### config.mk
export PLATFORM = sky130hd
export DESIGN_NAME = pipe_ctrl
export DESIGN_NICKNAME = d
export VERILOG_FILES = /design/src/rtl/pipe_ctrl.sv
export SDC_FILE = /design/constraint.sdc
export NUM_CORES = 1
export LEC_CHECK = 0
export ABC_AREA = 1
export ABC_CLOCK_PERIOD_IN_PS = 1300
export CAP_MARGIN = 20
export CORE_UTILIZATION = 35
export DETAILED_ROUTE_END_ITERATION = 10
export PLACE_DENSITY = 0.75
export SETUP_SLACK_MARGIN = 0.02
export SLEW_MARGIN = 20
export SYNTH_ARGS = -nofsm -noshare
export SYNTH_HDL_FRONTEND = slang
export SYNTH_SLANG_ARGS = --single-unit
### constraint.sdc
create_clock -name clk -period 1.3 [get_ports clk]
set_input_delay 0.26 -clock clk [delete_from_list [all_inputs] [get_ports clk]]
set_output_delay 0.26 -clock clk [all_outputs]
set_load 0.005 [all_outputs]
### src/rtl/pipe_ctrl.sv
// pipe_ctrl: central sequencer for the 5-stage pipeline (stall / flush / interrupt entry / ERET).
// Latency: write enables and flushes are combinational from state and inputs; interrupt accept to int_ack is DRAIN_CYCLES+1.
// Backpressure: a data-memory wait freezes every pipeline register; state and drain counter hold.
// Optional build macro PIPE_CTRL_STALLCNT_EN adds the stall_cnt / int_cnt performance counters.

module pipe_ctrl #(
  parameter int DRAIN_CYCLES = 3,
  parameter int CNT_W        = 4
) (
  input  logic       clk,
  input  logic       rst,
  input  logic       idex_memread,
  input  logic [4:0] idex_rt,
  input  logic [4:0] ifid_rs,
  input  logic [4:0] ifid_rt,
  input  logic       branch_taken,
  input  logic       mem_req,
  input  logic       mem_ready,
  input  logic       int_req,
  input  logic       eret,
  output logic       PCW,
  output logic       IFIDW,
  output logic       IDEXW,
  output logic       EXMEMW,
  output logic       MEMWBW,
  output logic       rst1,
  output logic       rst2,
  output logic       rst3,
  output logic       rst4,
  output logic [1:0] pc_sel,
  output logic       epc_w,
  output logic       int_ack,
  output logic       int_mask
`ifdef PIPE_CTRL_STALLCNT_EN
  ,
  output logic [31:0] stall_cnt,
  output logic [15:0] int_cnt
`endif
);

  typedef enum logic [1:0] {
    S_RUN    = 2'd0,
    S_DRAIN  = 2'd1,
    S_VECTOR = 2'd2
  } state_t;

  localparam logic [CNT_W-1:0] LP_DRAIN = CNT_W'(DRAIN_CYCLES);
  localparam logic [CNT_W-1:0] LP_ONE   = CNT_W'(1);

  localparam logic [1:0] PC_PLUS4  = 2'd0;
  localparam logic [1:0] PC_BRANCH = 2'd1;
  localparam logic [1:0] PC_VECTOR = 2'd2;
  localparam logic [1:0] PC_EPC    = 2'd3;

  state_t           r_state;
  state_t           w_next;
  logic [CNT_W-1:0] r_cnt;
  logic             r_int_mask;

  // Hazard detection terms
  logic w_mem_stall;
  logic w_int_pending;
  logic w_load_use;

  // One-hot RUN-state decisions after priority resolution
  logic w_run;
  logic w_run_accept;
  logic w_run_branch;
  logic w_run_eret;
  logic w_run_load_use;
  logic w_drain_last;

  assign w_mem_stall   = mem_req && !mem_ready;
  assign w_int_pending = int_req && !r_int_mask;
  assign w_load_use    = idex_memread && (idex_rt != 5'd0) &&
                         ((idex_rt == ifid_rs) || (idex_rt == ifid_rt));

  // Priority chain: mem stall > interrupt > branch > ERET > load-use.
  // Interrupt acceptance wins over a branch or ERET in the same cycle; the
  // discarded instruction is re-fetched after the handler returns via EPC.
  assign w_run          = (r_state == S_RUN) && !w_mem_stall;
  assign w_run_accept   = w_run && w_int_pending;
  assign w_run_branch   = w_run && !w_int_pending && branch_taken;
  assign w_run_eret     = w_run && !w_int_pending && !branch_taken && eret;
  assign w_run_load_use = w_run && !w_int_pending && !branch_taken && !eret && w_load_use;

  // Last draining cycle: counter already at 1 and the memory is not holding us
  assign w_drain_last   = (r_state == S_DRAIN) && !w_mem_stall && (r_cnt == LP_ONE);

  // State register
  always_ff @(posedge clk or negedge rst) begin
    if (!rst) begin
      r_state <= S_RUN;
    end else begin
      r_state <= w_next;
    end
  end

  // Next-state logic; a memory stall holds RUN and DRAIN, VECTOR always advances
  always_comb begin
    w_next = r_state;
    case (r_state)
      S_RUN: begin
        if (w_run_accept) begin
          w_next = S_DRAIN;
        end
      end
      S_DRAIN: begin
        if (w_drain_last) begin
          w_next = S_VECTOR;
        end
      end
      S_VECTOR: begin
        w_next = S_RUN;
      end
      default: begin
        w_next = S_RUN;
      end
    endcase
  end

  // Drain counter: loaded on accept, counts down on every unstalled DRAIN cycle
  always_ff @(posedge clk or negedge rst) begin
    if (!rst) begin
      r_cnt <= '0;
    end else if (w_run_accept) begin
      r_cnt <= LP_DRAIN;
    end else if ((r_state == S_DRAIN) && !w_mem_stall) begin
      r_cnt <= r_cnt - LP_ONE;
    end
  end

  // Interrupt mask: set when the handler is entered, cleared only by ERET
  always_ff @(posedge clk or negedge rst) begin
    if (!rst) begin
      r_int_mask <= 1'b0;
    end else if (r_state == S_VECTOR) begin
      r_int_mask <= 1'b1;
    end else if (w_run_eret) begin
      r_int_mask <= 1'b0;
    end
  end

  assign int_mask = r_int_mask;

  // Output decode from state and resolved hazards; reset forces a flushed, frozen pipe
  always_comb begin
    PCW     = 1'b1;
    IFIDW   = 1'b1;
    IDEXW   = 1'b1;
    EXMEMW  = 1'b1;
    MEMWBW  = 1'b1;
    rst1    = 1'b0;
    rst2    = 1'b0;
    rst3    = 1'b0;
    rst4    = 1'b0;
    pc_sel  = PC_PLUS4;
    epc_w   = 1'b0;
    int_ack = 1'b0;

    case (r_state)
      S_RUN: begin
        if (w_mem_stall) begin
          PCW    = 1'b0;
          IFIDW  = 1'b0;
          IDEXW  = 1'b0;
          EXMEMW = 1'b0;
          MEMWBW = 1'b0;
        end else if (w_run_accept) begin
          // Save the PC of the instruction in IF/ID and kill IF/ID and ID/EX;
          // older instructions in EX/MEM/WB keep flowing out.
          epc_w = 1'b1;
          PCW   = 1'b0;
          rst1  = 1'b1;
          rst2  = 1'b1;
        end else if (w_run_branch) begin
          pc_sel = PC_BRANCH;
          rst1   = 1'b1;
          rst2   = 1'b1;
        end else if (w_run_eret) begin
          pc_sel = PC_EPC;
          rst1   = 1'b1;
        end else if (w_run_load_use) begin
          // Hold PC and IF/ID for one cycle and inject a bubble into ID/EX
          PCW   = 1'b0;
          IFIDW = 1'b0;
          rst2  = 1'b1;
        end
      end
      S_DRAIN: begin
        if (w_mem_stall) begin
          PCW    = 1'b0;
          IFIDW  = 1'b0;
          IDEXW  = 1'b0;
          EXMEMW = 1'b0;
          MEMWBW = 1'b0;
        end else begin
          PCW  = 1'b0;
          rst1 = 1'b1;
          rst2 = 1'b1;
        end
      end
      S_VECTOR: begin
        // MEM holds a bubble here, so a pending memory wait cannot apply
        pc_sel  = PC_VECTOR;
        rst1    = 1'b1;
        int_ack = 1'b1;
      end
      default: begin
        PCW    = 1'b0;
        IFIDW  = 1'b0;
        IDEXW  = 1'b0;
        EXMEMW = 1'b0;
        MEMWBW = 1'b0;
      end
    endcase

    if (!rst) begin
      PCW     = 1'b0;
      IFIDW   = 1'b0;
      IDEXW   = 1'b0;
      EXMEMW  = 1'b0;
      MEMWBW  = 1'b0;
      rst1    = 1'b1;
      rst2    = 1'b1;
      rst3    = 1'b1;
      rst4    = 1'b1;
      pc_sel  = PC_PLUS4;
      epc_w   = 1'b0;
      int_ack = 1'b0;
    end
  end

`ifdef PIPE_CTRL_STALLCNT_EN
  logic [31:0] r_stall_cnt;
  logic [15:0] r_int_cnt;

  // Count cycles in which fetch is held, excluding the vectoring cycle; wraps naturally
  always_ff @(posedge clk or negedge rst) begin
    if (!rst) begin
      r_stall_cnt <= '0;
    end else if (!PCW && (r_state != S_VECTOR)) begin
      r_stall_cnt <= r_stall_cnt + 32'd1;
    end
  end

  // Count interrupt acknowledges; wraps naturally
  always_ff @(posedge clk or negedge rst) begin
    if (!rst) begin
      r_int_cnt <= '0;
    end else if (int_ack) begin
      r_int_cnt <= r_int_cnt + 16'd1;
    end
  end

  assign stall_cnt = r_stall_cnt;
  assign int_cnt   = r_int_cnt;
`endif

endmodule

* Yosys cells after proc, flatten, opt, wreduce, memory -nomap -nowiden *
Cells that the tools add are included.

word-level totals
  latch bits = 0
  ROM bits = 0
  logic and storage cells = 85
  input port bits = 23
  flip-flop bits (word level) = 7
  RAM bits = 0
  memories kept = 0

cells by class
  reduce and logical (&&, ||, !) cells = 27
  equal/unequal tests = 7
  multiplexer cells = 47
  multiply operators = 0
  div/mod/pow operators = 0
  $lt $le $gt $ge = 0
  shifts and indexed selects = 0
  bitwise logic cells = 0
  $add $sub $neg = 1

operator list
  cell                   number
  $mux W1                31
  $logic_and A1 B1 Y1    14
  $mux W2                7
  $eq A5 B5 Y1           2
  $mux W4                2
  $pmux W2 S2            2
  $logic_not A1 Y1       6
  $pmux W1 S2            3
  $pmux W1 S3            2
  $reduce_bool A5 Y1     1
  $eq A4 B1 Y1 const B   1
  $ne A2 B2 Y1 const B   2
  $reduce_bool A2 Y1     2
  $sub A4 B1 Y4 const B  1
  $eq A2 B1 Y1 const B   1
  $eq A2 B2 Y1 const B   1
  $logic_not A2 Y1       1
  $reduce_and A2 Y1      1
  $reduce_or A2 Y1       1
  $logic_or A1 B1 Y1     1

* Longest topological paths before layout *
  depth after elaboration = 15
  gate-level depth with buffers = 9
  mapped depth without buffers = 9

* Worst setup path after synthesis *
No wires, ideal clock.

  kind = register to output
  start point = reg r_int_mask (netlist: int_mask)
  end point = out PCW
  cell stages (with the launch flop) = 8
  path slack = -0.011 ns
  arrival time = 1.051 ns
  cell sequence = dfrtp_1 > nor2_1 > nor2_1 > nand2_1 > nor2_1 > nand2_1 > nand2_1 > a21oi_1

between the ends
  cells in the longest elaborated chain, start to end = 14
  elaborated cells on any way between the ends = 17
  those cells by class = 7 x mux; 10 x reduce/logical

ends and longest elaborated chain
  what                              line        RTL
  start, declared                   58          logic r_int_mask;
  start signal, assigned            136         r_int_mask <= 1'b0;
  start signal, assigned            138         r_int_mask <= 1'b1;
  start signal, assigned            140         r_int_mask <= 1'b0;
  $logic_not A1 Y1 (*)              74          assign w_int_pending = int_req && !r_int_mask;
  $logic_and A1 B1 Y1 (*)           74
  $logic_not A1 Y1                  83, 84, 85
  $logic_and A1 B1 Y1               83, 84, 85
  $logic_and A1 B1 Y1               84, 85
  $logic_and A1 B1 Y1 (2 in a row)  85          assign w_run_load_use = w_run && !w_int_pending && !branch_taken && !eret && w_load_use;
  $mux W1                           183         end else if (w_run_load_use) begin
  $mux W1                           180         end else if (w_run_eret) begin
  $mux W1                           176         end else if (w_run_branch) begin
  $mux W1 (*)                       169         end else if (w_run_accept) begin
  $mux W1 (*)                       163         if (w_mem_stall) begin
  $pmux W1 S2 (*)                   161         case (r_state)
  $mux W1 (*)                       218         if (!rst) begin
  end, declared                     21          output logic PCW,

Mark *: on every way between the ends. The rest lies on a longest branch, timed or not.

* Worst setup path after layout *
  start point = reg r_state[1]
  end point = out MEMWBW

between the ends
  cells in the longest elaborated chain, start to end = 4
  elaborated cells on any way between the ends = 6
  those cells by class = 2 x eq/ne; 2 x mux; 2 x reduce/logical

ends and longest elaborated chain
  what                                              line  RTL
  start, declared                                   55    state_t r_state;
  start signal, assigned                            95    r_state <= w_next;
  $eq A2 B1 Y1 or $logic_not A2 Y1 (tied branches)  161
  $reduce_or A2 Y1 (no source line)                 -
  $pmux W1 S2 (*)                                   161
  $mux W1 (*)                                       218
  end, declared                                     25    output logic MEMWBW,

Marked as above.

==> results.py <==
metrics = {
    "critical_path": {
        "endpoint_kind": "output pin",
        "worst_path_most_repeated_cell": "inv_2",
        "timing.rr.start": "r_state[1]$_DFFE_PN0P_",
        "crit_type": "flop to output pin",
        "crit_path_top_delay_cell": "dfrtp_1",
        "rr_worst_depth": 9,
        "cp-startpoint": "r_state[1]$_DFFE_PN0P_",
        "cp-start-kind": "flop",
        "critical_path_buf_inv_count": 4,
        "path_cells": "inv_2, buf_4, nor2_2, inv_2, a21oi_4, dlygate4sd2_1",
        "max_stage_delay_ns": 0.36,
        "cp_num_cells": 6,
        "reg2reg_slack_ns": -0.16,
        "rr_endpoint": "r_cnt[3]$_DFFE_PN0P_",
        "worstPathRequired_ns": 1.04,
        "cp_max_fo": 3,
        "worst-endpoint-arrival_ns": 1.50,
        "path_delay_family": "buffers and inverters",
        "endpoint": "MEMWBW",
    },
    "floorplan": {
        "dieArea_mm2": 0.00220,
        "die_w_um": 46.9,
        "fp.dieH_um": 46.9,
        "num_rows": 15,
        "core-area_mm2": 0.00180,
        "io-pin-count": 37,
        "initial_core_util_pct": 39.1,
    },
    "clock_tree": {
        "clk_pin_slew_worst_paths_ns": 0.06,
        "clock_path_buffers": 2,
        "cts_num_sinks": 7,
        "cts_tree": "built",
        "root_buffer": "clkbuf_4",
        "ctsHtreeMaxLevel": 1,
        "clk_latency_ns": 0.26,
        "cts_made_buffers": 3,
    },
    "finish": {
        "final_common_cell": "nand2_1",
        "layout.cells.non_filler": 211,
        "fin_nets": 212,
        "layout_common_cells": "nand2_1, buf_4, dlygate4sd2_1",
        "layout-drive-gt1-share_pct": 40.3,
        "num_antenna_cells": 0,
        "syn2layout_area_growth_pct": 94.1,
    },
    "logic_synthesis": {
        "seq_area_frac_synth_pct": 24.9,
        "synth_cell_type_count": 21,
        "yosys_warnings": 0,
        "ys_ff_latch": 7,
        "synth_compound_area_share_pct": 13.7,
        "synth-xor-area-share_pct": 2.49,
        "synth_fa_ha_area_share_pct": 3.55,
        "yosys.area_share.simple_pct": 38.9,
        "synth_nets": 144,
        "synthesis.area_um2": 704,
        "synthMuxAreaShare_pct": 0,
        "synth_top_family_by_area": "simple AND/OR/NAND/NOR gates",
        "synth_cells": 119,
        "syn_area_per_cell_um2": 5.92,
    },
    "grt": {
        "grt_pass1_wl_mm": 3.99,
        "grt_usage_pct": 26.6,
        "use_met1_pct": 28.2,
        "antenna_found_initial": 0,
        "busiest_layer": "met2",
        "use_met3_pct": 6.15,
        "grt_overflow": 0,
        "grt_pass1_vias": 927,
        "grt_max_degree": 7,
        "use_met2_pct": 50.6,
    },
    "run_status": {
        "status": "finished with violations",
        "violations": "setup timing",
    },
    "routing": {
        "drt_iter0_markers": 26,
        "dr.pass1.iters": 4,
        "via_per_inst": 4.69,
        "drc": 0,
        "wire_per_inst_um": 12.2,
        "via_count": 990,
        "ant_nets": 0,
        "wirelength_mm": 2.57,
    },
    "timing": {
        "slew_viol_final": 0,
        "final.min_clock_period_ns": 1.76,
        "slew_headroom_pct": 85.6,
        "worstMarginPinSlew_ns": 0.214,
        "skew_ns": 0.00642,
        "max_freq_mhz": 568,
        "setup_viol": 16,
        "fin_ws_ns": -0.461,
        "rsz0062_at_grt": "yes",
        "setup_tns_ns": -4.53,
        "period_share_pct": 135,
        "hold_viol": 0,
    },
    "power": {
        "p_sw_uw": 792,
        "power.share.switching_pct": 42.2,
        "clockPowerShare_pct": 11.0,
        "p_comb_share_pct": 68.4,
        "vdd_drop_max_v": 0.00115,
        "powerDensity_mw_per_mm2": 1370,
        "p_leak_nw": 0.773,
        "intPower_mw": 1.09,
        "seq_power_share_pct": 20.5,
    },
    "placed_design": {
        "dp_hpwl_mm": 1.73,
        "gp_congestion": 0.901,
        "numPortBuffers": 36,
        "place_inst": 196,
        "pre_cts_ws_ns": -0.993,
    },
    "worst_hold_path": {
        "hold_class": "flop to flop",
    },
    "job": {
        "max-cap-violations": 0,
    },
}
[flip-flops by register name, summed over array words and instances, names as in the netlist]
register / flops
int_mask: 1
r_cnt: 4
r_state: 2
[stage by stage]
stage / utilization (%) / hold slack [ns] / area [um^2] / total power, mW
finish: 75.9 / 0.488 / 1370 / 1.88
global route: 75.9 / 0.518 / 1370 / 2.00
CTS: 74.7 / 0.513 / 1350 / 1.78
detailed placement: 68.2 / 0.499 / 1230 / 1.35
global placement: 68.2 / 0.488 / 1230 / 1.31
floorplan: - / -0.0356 / 717 / 0.869
[logic make-up (layout without fill, tap and decap cells)]
logic type,count (synthesis),after routing
AO/OA/AOI/OAI,14,14
XOR/XNOR,2,2
adder cells (fa/ha/maj),2,2
buffers and inverters,28,95
flip-flops,7,7
AND/OR/NAND/NOR,66,66
[power groups by stage]
stage          Sequential [mW]  Clock [mW]  Combinational (mW)
6_report                 0.386       0.207                1.28
5_1_grt                  0.394       0.220                1.39
4_1_cts                  0.381       0.215                1.19
3_5_place_dp             0.386           0               0.961
3_3_place_gp             0.383           0               0.928
2_1_floorplan            0.378           0               0.491
[per-layer routing]
| metal | vias to the layer above | wire length [um] |
|---|---|---|
| li1 | 497 | - |
| met1 | 456 | 1040 |
| met2 | 31 | 1350 |
| met3 | 6 | 143 |
| met4 | 0 | 44 |
| met5 | - | 0 |
[repair_timing]
| item | CTS | global route |
|---|---|---|
| hold buffers | 1 | 0 |
| gates resized for setup | 87 | 13 |
| cloned | 0 | 0 |
| pin swaps | 21 | 10 |
| endpoints found under the hold margin | 7 | 0 |
| setup buffers | 9 | 3 |
| setup endpoints to repair | 17 | 18 |
[cells in the mapped netlist (all sizes together)]
cell type	count	area (um^2)
o21a	1	7.51
a22oi	1	12.5
xnor2	2	17.5
buf	3	22.5
dfrtp	7	175
nor2	20	77.6
nand4	3	18.8
a21oi	6	45.1
nand3	5	25.0
o21ai	5	25.0
ha	2	25.0
nand2	36	143
inv	25	93.8
a31oi	1	6.26
nor3	2	10.0
[area by class of cell]
cell class	count	area, um^2
inverters	25	93.8
flip-flops and latches	7	176
repair buffers	66	528
clock buffers	4	26.3
multi-input cells	84	512
fillers	134	434
well taps	25	31.3
[worst min path at each step]
| stage | startpoint | endpoint | depth (start not counted) |
|---|---|---|---|
| 2_1_floorplan | rst | int_mask$_DFFE_PN0P_ | 0 |
| 3_3_place_gp | r_cnt[1]$_DFFE_PN0P_ | r_cnt[1]$_DFFE_PN0P_ | 2 |
| 3_5_place_dp | r_cnt[1]$_DFFE_PN0P_ | r_cnt[1]$_DFFE_PN0P_ | 2 |
| 4_1_cts | r_cnt[1]$_DFFE_PN0P_ | r_cnt[1]$_DFFE_PN0P_ | 2 |
| 5_1_grt | r_cnt[1]$_DFFE_PN0P_ | r_cnt[1]$_DFFE_PN0P_ | 2 |
| 6_report | r_cnt[1]$_DFFE_PN0P_ | r_cnt[1]$_DFFE_PN0P_ | 2 |
[worst reg2reg max path: stages (launching register included)]
cell and delay, ns:
dfrtp_1 0.39, inv_2 0.10, buf_4 0.12, buf_6 0.09, nand2_4 0.05, a21oi_4 0.13
buf_6 0.15, nand4_1 0.11, o21ai_1 0.15, a21oi_1 0.05
Power figures use the tool's default switching activity.
